==> config.mk <==
export PLATFORM = sky130hd
export DESIGN_NAME = cpu_io_bridge
export DESIGN_NICKNAME = d
export VERILOG_FILES = /design/src/rtl/cpu_io_bridge_pkg.sv /design/src/rtl/cpu_io_bridge_fifo.sv /design/src/rtl/cpu_io_bridge.sv
export SDC_FILE = /design/constraint.sdc
export NUM_CORES = 1
export LEC_CHECK = 0
export ABC_AREA = 1
export BUFFER_PORTS_ARGS = -buffer_cell sky130_fd_sc_hd__buf_2
export CAP_MARGIN = 20
export CORE_MARGIN = 5
export CORE_UTILIZATION = 40
export DETAILED_ROUTE_END_ITERATION = 10
export GPL_TIMING_DRIVEN = 0
export HOLD_SLACK_MARGIN = 0.1
export SYNTH_ARGS = -nofsm -noshare
export SYNTH_HDL_FRONTEND = slang
export SYNTH_SLANG_ARGS = --single-unit
export TNS_END_PERCENT = 10
==> constraint.sdc <==
create_clock -name clock -period 2.4 [get_ports clock]
set_input_delay 0.12 -clock clock [delete_from_list [all_inputs] [get_ports clock]]
set_output_delay 0.12 -clock clock [all_outputs]
set_load 0.1 [all_outputs]
==> src/rtl/cpu_io_bridge_pkg.sv <==
// rtl/cpu_io_bridge_pkg.sv - shared word width and FIFO sizing for the CPU I/O bridge
package cpu_io_bridge_pkg;

    localparam int CPU_DATA_W    = 10;
    localparam int IO_FIFO_DEPTH = 4;
    localparam int IO_FIFO_PTR_W = $clog2(IO_FIFO_DEPTH);

endpackage

==> src/rtl/cpu_io_bridge_fifo.sv <==
// rtl/cpu_io_bridge_fifo.sv - first-word-fall-through FIFO used for both bridge directions
module io_fifo
    import cpu_io_bridge_pkg::*;
#(
    parameter int DATA_W = CPU_DATA_W,
    parameter int DEPTH  = IO_FIFO_DEPTH,
    parameter int PTR_W  = IO_FIFO_PTR_W
) (
    input  logic              clock,
    input  logic              reset_n,
    input  logic              push,
    input  logic              pop,
    input  logic [DATA_W-1:0] wdata,
    output logic [DATA_W-1:0] rdata,
    output logic              empty,
    output logic              full,
    output logic              drop
);

    localparam logic [PTR_W:0] FULL_COUNT = (PTR_W + 1)'(DEPTH);

    logic [DATA_W-1:0] mem [DEPTH];
    logic [PTR_W-1:0]  wr_ptr;
    logic [PTR_W-1:0]  rd_ptr;
    logic [PTR_W:0]    count;
    logic              do_push;
    logic              do_pop;

    assign empty   = (count == '0);
    assign full    = (count == FULL_COUNT);
    // A pop on an empty FIFO is ignored; a pop frees a slot for a same-cycle push.
    assign do_pop  = pop && !empty;
    assign do_push = push && (!full || do_pop);
    assign drop    = push && !do_push;
    // Head is forced to zero when empty so stale storage never leaks out.
    assign rdata   = empty ? '0 : mem[rd_ptr];

    // Pointer and occupancy bookkeeping; pointers wrap naturally at DEPTH.
    always_ff @(posedge clock or negedge reset_n) begin
        if (!reset_n) begin
            wr_ptr <= '0;
            rd_ptr <= '0;
            count  <= '0;
        end else begin
            if (do_push) wr_ptr <= wr_ptr + 1'b1;
            if (do_pop)  rd_ptr <= rd_ptr + 1'b1;
            case ({do_push, do_pop})
                2'b10:   count <= count + 1'b1;
                2'b01:   count <= count - 1'b1;
                default: count <= count;
            endcase
        end
    end

    // Storage array; contents are don't-care while the count says empty.
    always_ff @(posedge clock) begin
        if (do_push) mem[wr_ptr] <= wdata;
    end

endmodule

==> src/rtl/cpu_io_bridge.sv <==
// rtl/cpu_io_bridge.sv - CPU dataout/datain to device valid/ready bridge with TX and RX FIFOs
module cpu_io_bridge
    import cpu_io_bridge_pkg::*;
#(
    parameter int DATA_W = CPU_DATA_W,
    parameter int DEPTH  = IO_FIFO_DEPTH,
    parameter int PTR_W  = IO_FIFO_PTR_W
) (
    input  logic              clock,
    input  logic              reset_n,
    input  logic [DATA_W-1:0] cpu_dataout,
    input  logic              cpu_out_we,
    output logic              cpu_out_full,
    output logic [DATA_W-1:0] cpu_datain,
    output logic              cpu_in_avail,
    input  logic              cpu_in_re,
    output logic [DATA_W-1:0] dev_tx_data,
    output logic              dev_tx_valid,
    input  logic              dev_tx_ready,
    input  logic [DATA_W-1:0] dev_rx_data,
    input  logic              dev_rx_valid,
    output logic              dev_rx_ready,
    input  logic              clr_flags,
    output logic              ovf_sticky,
    output logic              udf_sticky
);

    logic tx_empty;
    logic tx_drop;
    logic rx_empty;
    logic rx_full;
    logic rx_push;
    logic rx_drop;
    logic ovf_set;
    logic udf_set;

    io_fifo #(.DATA_W(DATA_W), .DEPTH(DEPTH), .PTR_W(PTR_W)) tx_fifo (
        .clock   (clock),
        .reset_n (reset_n),
        .push    (cpu_out_we),
        .pop     (dev_tx_ready),
        .wdata   (cpu_dataout),
        .rdata   (dev_tx_data),
        .empty   (tx_empty),
        .full    (cpu_out_full),
        .drop    (tx_drop)
    );

    // The device only transfers while ready is high, so RX pushes are qualified by it.
    assign dev_rx_ready = !rx_full;
    assign rx_push      = dev_rx_valid && dev_rx_ready;

    io_fifo #(.DATA_W(DATA_W), .DEPTH(DEPTH), .PTR_W(PTR_W)) rx_fifo (
        .clock   (clock),
        .reset_n (reset_n),
        .push    (rx_push),
        .pop     (cpu_in_re),
        .wdata   (dev_rx_data),
        .rdata   (cpu_datain),
        .empty   (rx_empty),
        .full    (rx_full),
        .drop    (rx_drop)
    );

    assign dev_tx_valid = !tx_empty;
    assign cpu_in_avail = !rx_empty;
    assign ovf_set      = tx_drop || rx_drop;
    assign udf_set      = cpu_in_re && rx_empty;

    // Sticky error flags; a clear in the same cycle as a new event wins.
    always_ff @(posedge clock or negedge reset_n) begin
        if (!reset_n) begin
            ovf_sticky <= 1'b0;
            udf_sticky <= 1'b0;
        end else if (clr_flags) begin
            ovf_sticky <= 1'b0;
            udf_sticky <= 1'b0;
        end else begin
            if (ovf_set) ovf_sticky <= 1'b1;
            if (udf_set) udf_sticky <= 1'b1;
        end
    end

endmodule

==> results.md <==
* Fin crit share at 0.911
* Worst-path clk slew at 0.10 ns
* Top_reg_cell synth: edfxtp_1
* Grt ovf at 0
* Synthesized flop and latch total at 96
* Peak per-stage delay on the critical path at 0.48 ns
* R2R Path Start: rx_fifo.count[1]$_DFFE_PN0P_
* Post-CTS setup buffers at 0
* Metal1 wirelength at between 3000 and 4000 um
* Max-slew violations at 0
* Share of cells above drive strength 1 at 0.158
* Final Wtd Congestion at 0.715
* Num Clock Sinks at 96
* Asr flop ratio synth at 0.167
* Row cnt at 38
* Unique masters post-synth at 19
* Cts repair resizes at 0
* # port buffers at 52
* Slowest CP cell: buf_2
* Crit path DAT at 2.07 ns
* Largest family of logic cells by synthesized area: simple AND/OR/NAND/NOR gates
* Area of the multi-input gates at 1070 um^2
* Final wirelength at 8900 um
* Die H at 114 um
* Worst-case clock skew at around 0.0096 ns
* Largest net degree at the start of global routing at 18
* Adder-Cell Fraction of Synth Area at 0.0379
* Fin. Hold Viols at 0
* Met3 WL at ~410 um
* Crit path time final at 2.19 ns
* Compound-cell area share of the yosys netlist at 0.0299
* Initial cell density of the core at 0.405
* Initial antenna violation count at 0
* Hold Path Class: primary input to asynchronous set/reset pin
* Unrepaired setup endpoints after global routing: false
* # DRC at 0
* Achievable clock frequency at ~460 MHz
* Top Layer Used: met4
* Area fraction in and, or, nand and nor cells after synthesis at 0.170
* Ant diodes at 0
* Slew headroom at 0.282
* Crit path launch: rx_fifo.count[1]$_DFFE_PN0P_
* CP Launch Type: flip-flop
* Status: finished clean
* Mux contribution to synthesized area at 0
* GRT Total Usage at 0.144
* Max-Cap Viols at 0
* TritonCTS buffer count at 9
* Post-DP HPWL at a little under 6000 um
* Vias at 2998
* Post-CTS Hold Buffers at 27
* Clk buf depth at 2
* Hold WS at 0.201 ns
* Worst-Margin Slew at 1.07 ns
* H-tree depth at 3
* Post-synth EDFFs at 80
* Yosys Warn Count at 0
* Vias in the first global route at 3002
* Crit path max fanout at 10
* Worst path bufs/invs at 3
* Mapped cell area at between 4000 and 5000 um^2
* I/O pins at 53
* Syn Inst Count at 437
* Crit path kind: flip-flop to primary output
* Total die area at 13100 um^2
* Final ANT Viol Nets at 0
* Core ar. at approximately 11000 um^2
* First-pass GRT wire length at 14600 um
* Sequential fraction of the synthesis area at 0.644
* Total Nets Final at 566
* Register area at approximately 2800 um^2
* Syn nets at 476
* Crit path cell chain: inv_1 -> nand3_2 -> clkinv_1 -> a21oi_1 -> buf_2
* Met2 WL post-DR at ~4400 um
* Crit path max-delay family: buffers and inverters
* Die width at between 100 and 150 um
* FILL cells at 1001
* DR WL/cell at 13.2 um
* Required time worst endpoint at 2.28 ns
* DR pass1 iterations at 4
* Xor and xnor area share after synthesis at 0.00805
* Root buffer cell: clkbuf_8
* Initial drt markers at 168
* Via density at between 4 and 5
* CP Capture Type: primary output
* Mean Syn Cell Area at 9.96 um^2
* Setup-failing EPs final at 0
* Area grow syn2layout at 20.9%
* Clock Latency Late Sink at 0.36 ns
* CTS tree: built
[area by class of cell]
type / count / share of cell area
Multi-Input combinational cell: 216 / 0.203
Clock inverter: 7 / 0.0152
Sequential cell: 96 / 0.533
Clock buffer: 9 / 0.0235
Inverter: 115 / 0.0820
Timing Repair Buffer: 79 / 0.101
Buffer: 10 / 0.00951
Tap cell: 140 / 0.0333
[worst register-to-register path: cells and delay by family (launching register included)]
| kind | cells | cell delay, ns |
|---|---|---|
| buffers and inverters | 1 | 0.11 |
| DFF | 1 | 0.37 |
| and+or+nand+nor | 3 | 1.18 |
[per-layer routing]
layer / track usage / up-vias
met4: 0.0451 / 0
li1: - / 1543
met5: 0 / -
met3: 0.0386 / 10
met2: 0.249 / 60
met1: 0.177 / 1385
[metrics by stage]
| stage | TNS [ns] | setup WS, ns | std cells | area, um^2 | util |
|---|---|---|---|---|---|
| floorplan | -12.25 | -0.457 | 437 | 4350 | - |
| global placement | 0 | 0.422 | 629 | 4790 | 0.446 |
| detailed placement | 0 | 0.361 | 629 | 4790 | 0.446 |
| CTS | 0 | 0.215 | 672 | 5260 | 0.490 |
| global route | 0 | 0.111 | 672 | 5260 | 0.490 |
| finish | 0 | 0.215 | 672 | 5260 | 0.490 |
[layout by cell type, fill, tap and decap left out, types with 3 or more instances in the layout]
cell / netlist / final
a21oi_1: 22 / 22
buf_2: 10 / 62
clkbuf_8: 0 / 9
clkinv_1: 4 / 5
dfrtp_1: 16 / 16
dlygate4sd3_1: 0 / 27
edfxtp_1: 80 / 80
ha_1: 10 / 10
inv_1: 108 / 108
inv_2: 3 / 3
nand2_1: 109 / 109
nand3_1: 48 / 48
nand4_1: 4 / 4
nor2_1: 8 / 8
o21ai_0: 4 / 4
xnor2_1: 4 / 4
[state kept, by name, indices dropped and copies added, names as in the netlist]
signal and flops:
ovf_sticky 1, rx_fifo.count 3, rx_fifo.mem 40, rx_fifo.rd_ptr 2, rx_fifo.wr_ptr 2, tx_fifo.count 3
tx_fifo.mem 40, tx_fifo.rd_ptr 2, tx_fifo.wr_ptr 2, udf_sticky 1
[final timing paths]
| path | endpoint | slack (ns) | cells past startpoint |
|---|---|---|---|
| worst max-delay path | cpu_datain[0] | 0.21 | 5 |
| worst min-delay path | rx_fifo.wr_ptr[0]$_DFFE_PN0P_ | 0.20 | 2 |
| worst max register to register | rx_fifo.mem[1][3]$_DFFE_PP_ | 0.36 | 4 |
| worst min register to register | rx_fifo.count[0]$_DFFE_PN0P_ | 0.50 | 1 |
| max in group asynchronous | tx_fifo.count[1]$_DFFE_PN0P_ | 1.91 | 2 |
| min in group clock | udf_sticky$_DFFE_PN0P_ | 0.45 | 3 |
[synth_stat cells, types with 3 or more instances]
master    instances  area (um^2)
nand4_1           4         25.0
o21ai_0           4         20.0
xnor2_1           4         35.0
edfxtp_1         80         2400
clkinv_1          4         15.0
nand2_1         109          409
ha_1             10          125
dfrtp_1          16          400
inv_1           108          405
buf_2            10         50.1
nand3_1          48          240
a21oi_1          22          110
nor2_1            8         30.0
inv_2             3         11.3
[cells by family after synthesis]
family          after synthesis
simple gates                174
buf+inv                     125
flops                        96
compound gates               26
fa+ha+maj                    12
xor+xnor                      4
Power is left out: the tool's default activity adds up to more than one toggle a clock period on the data nets, which glitch-free logic cannot reach.
